### config.mk
export PLATFORM = sky130hd
export DESIGN_NAME = intel_vvp_exposure_fusion_sched_flat
export DESIGN_NICKNAME = d
export VERILOG_FILES = /design/src/rtl/intel_vvp_exposure_fusion_pkg.sv /design/src/rtl/intel_vvp_exposure_fusion_sched_if.sv /design/src/rtl/intel_vvp_exposure_fusion_sched.sv /design/src/flat_wrapper.sv
export SDC_FILE = /design/constraint.sdc
export NUM_CORES = 1
export LEC_CHECK = 0
export ABC_AREA = 1
export CAP_MARGIN = 0
export CORE_UTILIZATION = 48
export DETAILED_ROUTE_END_ITERATION = 6
export GPL_TIMING_DRIVEN = 0
export PLACE_DENSITY_LB_ADDON = 0.3
export SLEW_MARGIN = 20
export SYNTH_ARGS = -nofsm -noshare
export SYNTH_HDL_FRONTEND = slang
export SYNTH_SLANG_ARGS = --single-unit
### constraint.sdc
create_clock -name main_clock -period 1.9 [get_ports main_clock]
set_input_delay 0.38 -clock main_clock [delete_from_list [all_inputs] [get_ports main_clock]]
set_output_delay 0.38 -clock main_clock [all_outputs]
set_load 0.05 [all_outputs]
### src/rtl/intel_vvp_exposure_fusion_pkg.sv
// Shared constants, FSM state type and parameter-set layout for the exposure fusion scheduler.
package intel_vvp_exposure_fusion_pkg;

  localparam int unsigned OUTPUT_MODE_WIDTH    = 2;
  localparam int unsigned BPS_MAX              = 16;
  localparam int unsigned EXPOSURE_RATIO_WIDTH = 17;

  typedef enum logic [1:0] {
    StIdle,
    StLong,
    StWaitShort,
    StShort
  } sched_state_e;

  typedef struct packed {
    logic [OUTPUT_MODE_WIDTH-1:0]    output_mode;
    logic [BPS_MAX-1:0]              black_level;
    logic [EXPOSURE_RATIO_WIDTH-1:0] exposure_ratio;
    logic [BPS_MAX-1:0]              threshold;
  } param_set_t;

endpackage

### src/rtl/intel_vvp_exposure_fusion_sched_if.sv
// Config/frame-event/output bundle of the exposure fusion scheduler.
// Statistics signals exist only with EXPOSURE_FUSION_SCHED_STATS_EN defined.
interface intel_vvp_exposure_fusion_sched_if;
  import intel_vvp_exposure_fusion_pkg::*;

  logic [OUTPUT_MODE_WIDTH-1:0]    cfg_output_mode;
  logic [BPS_MAX-1:0]              cfg_black_level;
  logic [EXPOSURE_RATIO_WIDTH-1:0] cfg_exposure_ratio;
  logic [BPS_MAX-1:0]              cfg_threshold;
  logic                            cfg_commit;
  logic                            sof;
  logic                            frame_is_long;
  logic                            eof;

  logic [OUTPUT_MODE_WIDTH-1:0]    act_output_mode;
  logic [BPS_MAX-1:0]              act_black_level;
  logic [EXPOSURE_RATIO_WIDTH-1:0] act_exposure_ratio;
  logic [BPS_MAX-1:0]              act_threshold;
  logic                            fuse_active;
  logic                            pair_done;
  logic                            commit_ack;
  logic                            pair_err;

`ifdef EXPOSURE_FUSION_SCHED_STATS_EN
  logic [31:0] stat_pairs;
  logic [15:0] stat_errs;

  modport master (
    output cfg_output_mode, cfg_black_level, cfg_exposure_ratio, cfg_threshold, cfg_commit,
    output sof, frame_is_long, eof,
    input  act_output_mode, act_black_level, act_exposure_ratio, act_threshold,
    input  fuse_active, pair_done, commit_ack, pair_err, stat_pairs, stat_errs
  );

  modport slave (
    input  cfg_output_mode, cfg_black_level, cfg_exposure_ratio, cfg_threshold, cfg_commit,
    input  sof, frame_is_long, eof,
    output act_output_mode, act_black_level, act_exposure_ratio, act_threshold,
    output fuse_active, pair_done, commit_ack, pair_err, stat_pairs, stat_errs
  );
`else
  modport master (
    output cfg_output_mode, cfg_black_level, cfg_exposure_ratio, cfg_threshold, cfg_commit,
    output sof, frame_is_long, eof,
    input  act_output_mode, act_black_level, act_exposure_ratio, act_threshold,
    input  fuse_active, pair_done, commit_ack, pair_err
  );

  modport slave (
    input  cfg_output_mode, cfg_black_level, cfg_exposure_ratio, cfg_threshold, cfg_commit,
    input  sof, frame_is_long, eof,
    output act_output_mode, act_black_level, act_exposure_ratio, act_threshold,
    output fuse_active, pair_done, commit_ack, pair_err
  );
`endif

endinterface

### src/rtl/intel_vvp_exposure_fusion_sched.sv
// Long/short exposure pair scheduler with frame-aligned parameter commit.
// Optional pair/error counters enabled by EXPOSURE_FUSION_SCHED_STATS_EN.
module intel_vvp_exposure_fusion_sched
  import intel_vvp_exposure_fusion_pkg::*;
#(
  parameter int unsigned                     C_GAP_TIMEOUT    = 4096,
  parameter logic [OUTPUT_MODE_WIDTH-1:0]    C_OUTPUT_MODE    = '0,
  parameter logic [BPS_MAX-1:0]              C_BLACK_LEVEL    = '0,
  parameter logic [EXPOSURE_RATIO_WIDTH-1:0] C_EXPOSURE_RATIO = '0,
  parameter logic [BPS_MAX-1:0]              C_THRESHOLD      = '0
) (
  input logic                              main_clock,
  input logic                              main_reset,
  intel_vvp_exposure_fusion_sched_if.slave bus
);

  localparam int unsigned     GapW     = (C_GAP_TIMEOUT > 1) ? $clog2(C_GAP_TIMEOUT) : 1;
  localparam logic [GapW-1:0] GapLast  = GapW'(C_GAP_TIMEOUT - 1);
  localparam param_set_t      ResetSet = '{
    output_mode:    C_OUTPUT_MODE,
    black_level:    C_BLACK_LEVEL,
    exposure_ratio: C_EXPOSURE_RATIO,
    threshold:      C_THRESHOLD
  };

  sched_state_e    state_q, state_d, mid_state;
  logic [GapW-1:0] gap_q, gap_d;
  param_set_t      staged, shadow_q, act_q, act_d;
  logic            pending_q, pending_d;
  logic            pair_done_q, pair_done_d;
  logic            commit_ack_q, commit_ack_d;
  logic            pair_err_q, pair_err_d;
  logic            err_event, accept;

  assign staged = '{
    output_mode:    bus.cfg_output_mode,
    black_level:    bus.cfg_black_level,
    exposure_ratio: bus.cfg_exposure_ratio,
    threshold:      bus.cfg_threshold
  };

  always_comb begin
    mid_state   = state_q;
    state_d     = state_q;
    gap_d       = gap_q;
    pair_done_d = 1'b0;
    err_event   = 1'b0;
    accept      = 1'b0;

    // eof resolves first so a coincident sof sees the post-eof state.
    if (bus.eof) begin
      unique case (state_q)
        StLong: begin
          mid_state = StWaitShort;
          gap_d     = '0;
        end
        StShort: begin
          mid_state   = StIdle;
          pair_done_d = 1'b1;
        end
        default: ;
      endcase
    end
    state_d = mid_state;

    if (bus.sof) begin
      unique case (mid_state)
        StIdle: begin
          if (bus.frame_is_long) begin
            state_d = StLong;
            accept  = 1'b1;
          end
        end
        StWaitShort: begin
          if (bus.frame_is_long) begin
            err_event = 1'b1;
            state_d   = StLong;
            accept    = 1'b1;
          end else begin
            state_d = StShort;
          end
        end
        default: begin
          // Missing eof: flag it and restart as if the sof arrived in idle.
          err_event = 1'b1;
          state_d   = bus.frame_is_long ? StLong : StIdle;
          accept    = bus.frame_is_long;
        end
      endcase
    end else if (state_q == StWaitShort && mid_state == StWaitShort) begin
      if (gap_q == GapLast) begin
        err_event = 1'b1;
        state_d   = StIdle;
      end else begin
        gap_d = gap_q + 1'b1;
      end
    end
  end

  always_comb begin
    pending_d    = pending_q | bus.cfg_commit;
    act_d        = act_q;
    commit_ack_d = 1'b0;
    pair_err_d   = pair_err_q | err_event;
    if (accept && pending_d) begin
      act_d        = bus.cfg_commit ? staged : shadow_q;
      commit_ack_d = 1'b1;
      pending_d    = 1'b0;
    end
  end

  always_ff @(posedge main_clock) begin
    if (main_reset) begin
      state_q      <= StIdle;
      gap_q        <= '0;
      shadow_q     <= ResetSet;
      act_q        <= ResetSet;
      pending_q    <= 1'b0;
      pair_done_q  <= 1'b0;
      commit_ack_q <= 1'b0;
      pair_err_q   <= 1'b0;
    end else begin
      state_q      <= state_d;
      gap_q        <= gap_d;
      act_q        <= act_d;
      pending_q    <= pending_d;
      pair_done_q  <= pair_done_d;
      commit_ack_q <= commit_ack_d;
      pair_err_q   <= pair_err_d;
      if (bus.cfg_commit) begin
        shadow_q <= staged;
      end
    end
  end

  assign bus.act_output_mode    = act_q.output_mode;
  assign bus.act_black_level    = act_q.black_level;
  assign bus.act_exposure_ratio = act_q.exposure_ratio;
  assign bus.act_threshold      = act_q.threshold;
  assign bus.fuse_active        = (state_q != StIdle);
  assign bus.pair_done          = pair_done_q;
  assign bus.commit_ack         = commit_ack_q;
  assign bus.pair_err           = pair_err_q;

`ifdef EXPOSURE_FUSION_SCHED_STATS_EN
  logic [31:0] stat_pairs_q;
  logic [15:0] stat_errs_q;

  always_ff @(posedge main_clock) begin
    if (main_reset) begin
      stat_pairs_q <= '0;
      stat_errs_q  <= '0;
    end else begin
      if (pair_done_d) begin
        stat_pairs_q <= stat_pairs_q + 32'd1;
      end
      if (err_event) begin
        stat_errs_q <= stat_errs_q + 16'd1;
      end
    end
  end

  assign bus.stat_pairs = stat_pairs_q;
  assign bus.stat_errs  = stat_errs_q;
`endif

endmodule

### src/flat_wrapper.sv
// flat-port wrapper written by rule: the top's interface ports become plain ports
module intel_vvp_exposure_fusion_sched_flat import intel_vvp_exposure_fusion_pkg::*;
#(
  parameter int unsigned                     C_GAP_TIMEOUT    = 4096,
  parameter logic [OUTPUT_MODE_WIDTH-1:0]    C_OUTPUT_MODE    = '0,
  parameter logic [BPS_MAX-1:0]              C_BLACK_LEVEL    = '0,
  parameter logic [EXPOSURE_RATIO_WIDTH-1:0] C_EXPOSURE_RATIO = '0,
  parameter logic [BPS_MAX-1:0]              C_THRESHOLD      = '0
)
  (main_clock, main_reset, bus_cfg_output_mode, bus_cfg_black_level, bus_cfg_exposure_ratio, bus_cfg_threshold, bus_cfg_commit, bus_sof, bus_frame_is_long, bus_eof, bus_act_output_mode, bus_act_black_level, bus_act_exposure_ratio, bus_act_threshold, bus_fuse_active, bus_pair_done, bus_commit_ack, bus_pair_err);
  intel_vvp_exposure_fusion_sched_if bus_i ();
  input logic main_clock;
  input logic main_reset;
  input wire logic [$bits(bus_i.cfg_output_mode)-1:0] bus_cfg_output_mode;
  input wire logic [$bits(bus_i.cfg_black_level)-1:0] bus_cfg_black_level;
  input wire logic [$bits(bus_i.cfg_exposure_ratio)-1:0] bus_cfg_exposure_ratio;
  input wire logic [$bits(bus_i.cfg_threshold)-1:0] bus_cfg_threshold;
  input wire logic [$bits(bus_i.cfg_commit)-1:0] bus_cfg_commit;
  input wire logic [$bits(bus_i.sof)-1:0] bus_sof;
  input wire logic [$bits(bus_i.frame_is_long)-1:0] bus_frame_is_long;
  input wire logic [$bits(bus_i.eof)-1:0] bus_eof;
  output wire logic [$bits(bus_i.act_output_mode)-1:0] bus_act_output_mode;
  output wire logic [$bits(bus_i.act_black_level)-1:0] bus_act_black_level;
  output wire logic [$bits(bus_i.act_exposure_ratio)-1:0] bus_act_exposure_ratio;
  output wire logic [$bits(bus_i.act_threshold)-1:0] bus_act_threshold;
  output wire logic [$bits(bus_i.fuse_active)-1:0] bus_fuse_active;
  output wire logic [$bits(bus_i.pair_done)-1:0] bus_pair_done;
  output wire logic [$bits(bus_i.commit_ack)-1:0] bus_commit_ack;
  output wire logic [$bits(bus_i.pair_err)-1:0] bus_pair_err;
  assign bus_i.cfg_output_mode = bus_cfg_output_mode;
  assign bus_i.cfg_black_level = bus_cfg_black_level;
  assign bus_i.cfg_exposure_ratio = bus_cfg_exposure_ratio;
  assign bus_i.cfg_threshold = bus_cfg_threshold;
  assign bus_i.cfg_commit = bus_cfg_commit;
  assign bus_i.sof = bus_sof;
  assign bus_i.frame_is_long = bus_frame_is_long;
  assign bus_i.eof = bus_eof;
  assign bus_act_output_mode = bus_i.act_output_mode;
  assign bus_act_black_level = bus_i.act_black_level;
  assign bus_act_exposure_ratio = bus_i.act_exposure_ratio;
  assign bus_act_threshold = bus_i.act_threshold;
  assign bus_fuse_active = bus_i.fuse_active;
  assign bus_pair_done = bus_i.pair_done;
  assign bus_commit_ack = bus_i.commit_ack;
  assign bus_pair_err = bus_i.pair_err;
  intel_vvp_exposure_fusion_sched #(.C_GAP_TIMEOUT(C_GAP_TIMEOUT), .C_OUTPUT_MODE(C_OUTPUT_MODE), .C_BLACK_LEVEL(C_BLACK_LEVEL), .C_EXPOSURE_RATIO(C_EXPOSURE_RATIO), .C_THRESHOLD(C_THRESHOLD)) u_core (.main_clock(main_clock), .main_reset(main_reset), .bus(bus_i));
endmodule
==> metrics.md <==
| Metric | Value |
|---|---|
| Startpoint Class | `flip-flop` |
| H-tree Lvls | `4` |
| Arrival time at the worst endpoint | `1420 ps` |
| First-pass GRT wire length | `17,660 microns` |
| Max-cap viol count | `0` |
| CTS buffer count | `17` |
| Setup crit end kind | `primary output` |
| Peak VDD IR | `0.0006706 V` |
| # diodes | `0` |
| Synth-to-layout area growth | `42.02%` |
| Worst-Margin Slew | `543.9 ps` |
| Largest net degree at the start of global routing | `17` |
| Most common cell after layout, fill and taps aside | `dfxtp_1` |
| DIE AREA | `9384 sq um` |
| Sw Ratio | `23.62%` |
| Logic pwr share | `9.2%` |
| Synth Instances | `474` |
| Seq/Total Area, Yosys | `55.60%` |
| Core area | `8721 sq um` |
| Hold_sp | `bus_cfg_commit` |
| Num Clock Sinks | `120` |
| Final setup skew | `5.828 ps` |
| Buffer and inverter count on the worst path | `1` |
| Period utilisation layout | `94.64%` |
| Reg2Reg Launch Point | `u_core.gap_q[0]$_SDFF_PP0_` |
| Power, Total | `6784 uW` |
| Outcome | `finished clean` |
| ANT nets after route | `0` |
| Cts repair resizes | `60` |
| RSZ-0062 raised after global routing | `no` |
| Clock root buffer | `clkbuf_8` |
| WHS | `325.4 ps` |
| DRT iter0 DRCs | `238` |
| Max layer used | `met4` |
| DR WL met3 | `561 microns` |
| Critical-path top delay cell | `dlygate4sd2_1` |
| Initial antenna violation count | `0` |
| Synthesized area | `4320 sq um` |
| DR WL/cell | `14.62 microns` |
| Mapped Avg Cell Area | `9.115 sq um` |
| Fin crit period | `1798 ps` |
| DRC | `0` |
| Synth Net Count | `536` |
| PD cells | `1106 nW/um^2` |
| GRT Residual Overflow | `0` |
| Starting Density | `49.54%` |
| Worst Path Required | `1520 ps` |
| Synth Register Bits | `120` |
| Seq pwr share | `39.3%` |
| TNS Setup | `0 ps` |
| Final hold vios | `0` |
| Share of cells above drive strength 1 | `9.903%` |
| WL final | `10,590 microns` |
| WL met2 | `4903 microns` |
| CTS tree | `yes` |
| Crit-path cells | `dlygate4sd2_1` |
| Switch Pwr | `1602 uW` |
| Crit-path max cell delay | `550 ps` |
| Internal power | `5182 uW` |
| Filler cell count | `672` |
| Final Setup Violations | `0` |
| Crit-path leading delay family | `buffers and inverters` |
| DIE WIDTH | `96.87 microns` |
| Bufs on Longest Clock Path | `2` |
| Global Route Usage Sum | `23.59%` |
| Later-pin clock latency in the skew report | `520 ps` |
| Leakage Power | `0.002766 uW` |
| Metal-1 WL | `4828 microns` |
| Pre-Repair DR Iteration Count | `4` |
| Gp weighted congestion | `0.8263` |
| Worst setup startpoint | `u_core.bus.act_threshold[13]$_SDFFE_PP0P_` |
| Max transition margin | `63.88%` |
| IO buf count | `110` |
| Clk slew on worst S/H paths | `60 ps` |
| Slew Viols, Final | `0` |
| Worst Hold Class | `in2reg` |
| Std cell rows | `34` |
| Via density | `5.131` |
| Io pins | `112` |
| FMAX | `0.5562 GHz` |
| Worst Path Max Fanout | `2` |
| Post-CTS Setup Bufs | `0` |
| Chip height | `96.87 microns` |
| Yosys cell types | `28` |
| Number of global-route vias before repair | `3,699` |
| Detailed Place HPWL | `7069 microns` |
| WS Path Type | `reg2out` |
| Vias | `3,715` |
| # hold bufs at CTS | `0` |
| Clk pwr share | `51.5%` |
| Yosys warns | `0` |
| Nets | `665` |
| Most frequent cells in the layout | `dfxtp_1 (119), nand2_1 (76), nor2_1 (68)` |
## cells in the mapped netlist
master	count	area [sq um]
nand2_2	2	12.51
nand3_1	16	80.08
nand2_1	76	285.3
mux2i_1	51	510.5
o21ai_0	53	265.3
dfxtp_1	120	2402
o21bai_1	3	22.52
buf_1	2	7.510
o21ai_1	7	35.03
nor2_1	68	255.2
a21oi_1	12	60.06
nor3_1	2	10.01
nor2_2	1	6.260
a31oi_1	2	12.51
a221oi_1	1	8.760
a21o_2	1	8.760
and2_1	1	6.260
nor2_4	3	33.78
clkbuf_1	5	18.77
inv_1	17	63.81
inv_2	1	3.750
buf_2	13	65.06
nand4_1	4	25.02
buf_6	1	11.26
ha_1	5	62.56
nand3_2	2	20.02
clkbuf_2	4	20.02
a21boi_0	1	7.510
## final timing paths
path	to	slack [ps]	depth (start not counted)
worst max register to register	u_core.gap_q[3]$_SDFF_PP0_	290	9
worst min register to register	u_core.bus.act_exposure_ratio[6]$_SDFFE_PP0P_	450	2
worst min-delay path	u_core.shadow_q[50]$_SDFF_PP0_	330	3
worst max-delay path	bus_act_threshold[13]	100	1
## layout make-up
type                       instances  area [sq um]  area share [%]
buffer                            25         122.6           1.998
clock buffer                      19         431.7           7.035
clock inverter                    13         216.5           3.528
inverter                          18         67.56           1.101
multi-input combinational        311          1728           28.16
sequential                       120          2404           39.17
tap                              108         135.1           2.202
timing repair buffer             110          1031           16.80
## power groups by stage
| stage | Combinational, uW | Clock (uW) | Sequential [uW] |
|---|---|---|---|
| after floorplan | 237 | 0 | 2860 |
| after global placement | 634 | 0 | 2720 |
| after detailed placement | 647 | 0 | 2720 |
| after CTS | 626 | 3530 | 2670 |
| after global routing | 671 | 3640 | 2680 |
| final | 623 | 3490 | 2670 |
## metrics by stage
step                cells  util, %  setup WS [ps]  instance area [sq um]
finish                724    70.36          101.9                   6136
global route          724    70.36          25.48                   6136
CTS                   724    70.34          49.08                   6135
detailed placement    692    63.72         -316.7                   5557
global placement      692    63.72         -277.1                   5557
floorplan             474        -          550.4                   4320
## registers in the layout, indices dropped and copies added (netlist names), 2 cells and up
register                       count
u_core.state_q                     2
u_core.bus.act_output_mode         2
u_core.bus.act_exposure_ratio     17
u_core.shadow_q                   51
u_core.bus.act_black_level        16
u_core.gap_q                      12
u_core.bus.act_threshold          16
## cell families (layout without fill, tap and decap cells)
group | after synthesis | in the layout | synth area share (%)
AOI/OAI and AO/OA | 80 | 80 | 9.731
buffers and inverters | 43 | 185 | 4.402
DFF | 120 | 120 | 55.60
and+or+nand+nor | 175 | 175 | 17.00
muxes | 51 | 51 | 11.82
adders and majority gates | 5 | 5 | 1.448
## per-layer routing
metal	global-route usage [%]	up-vias
li1	-	1826
met4	11.14	0
met5	0	-
met1	29.09	1748
met2	37.59	113
met3	7.225	28
(Power assumes the default switching activity.)
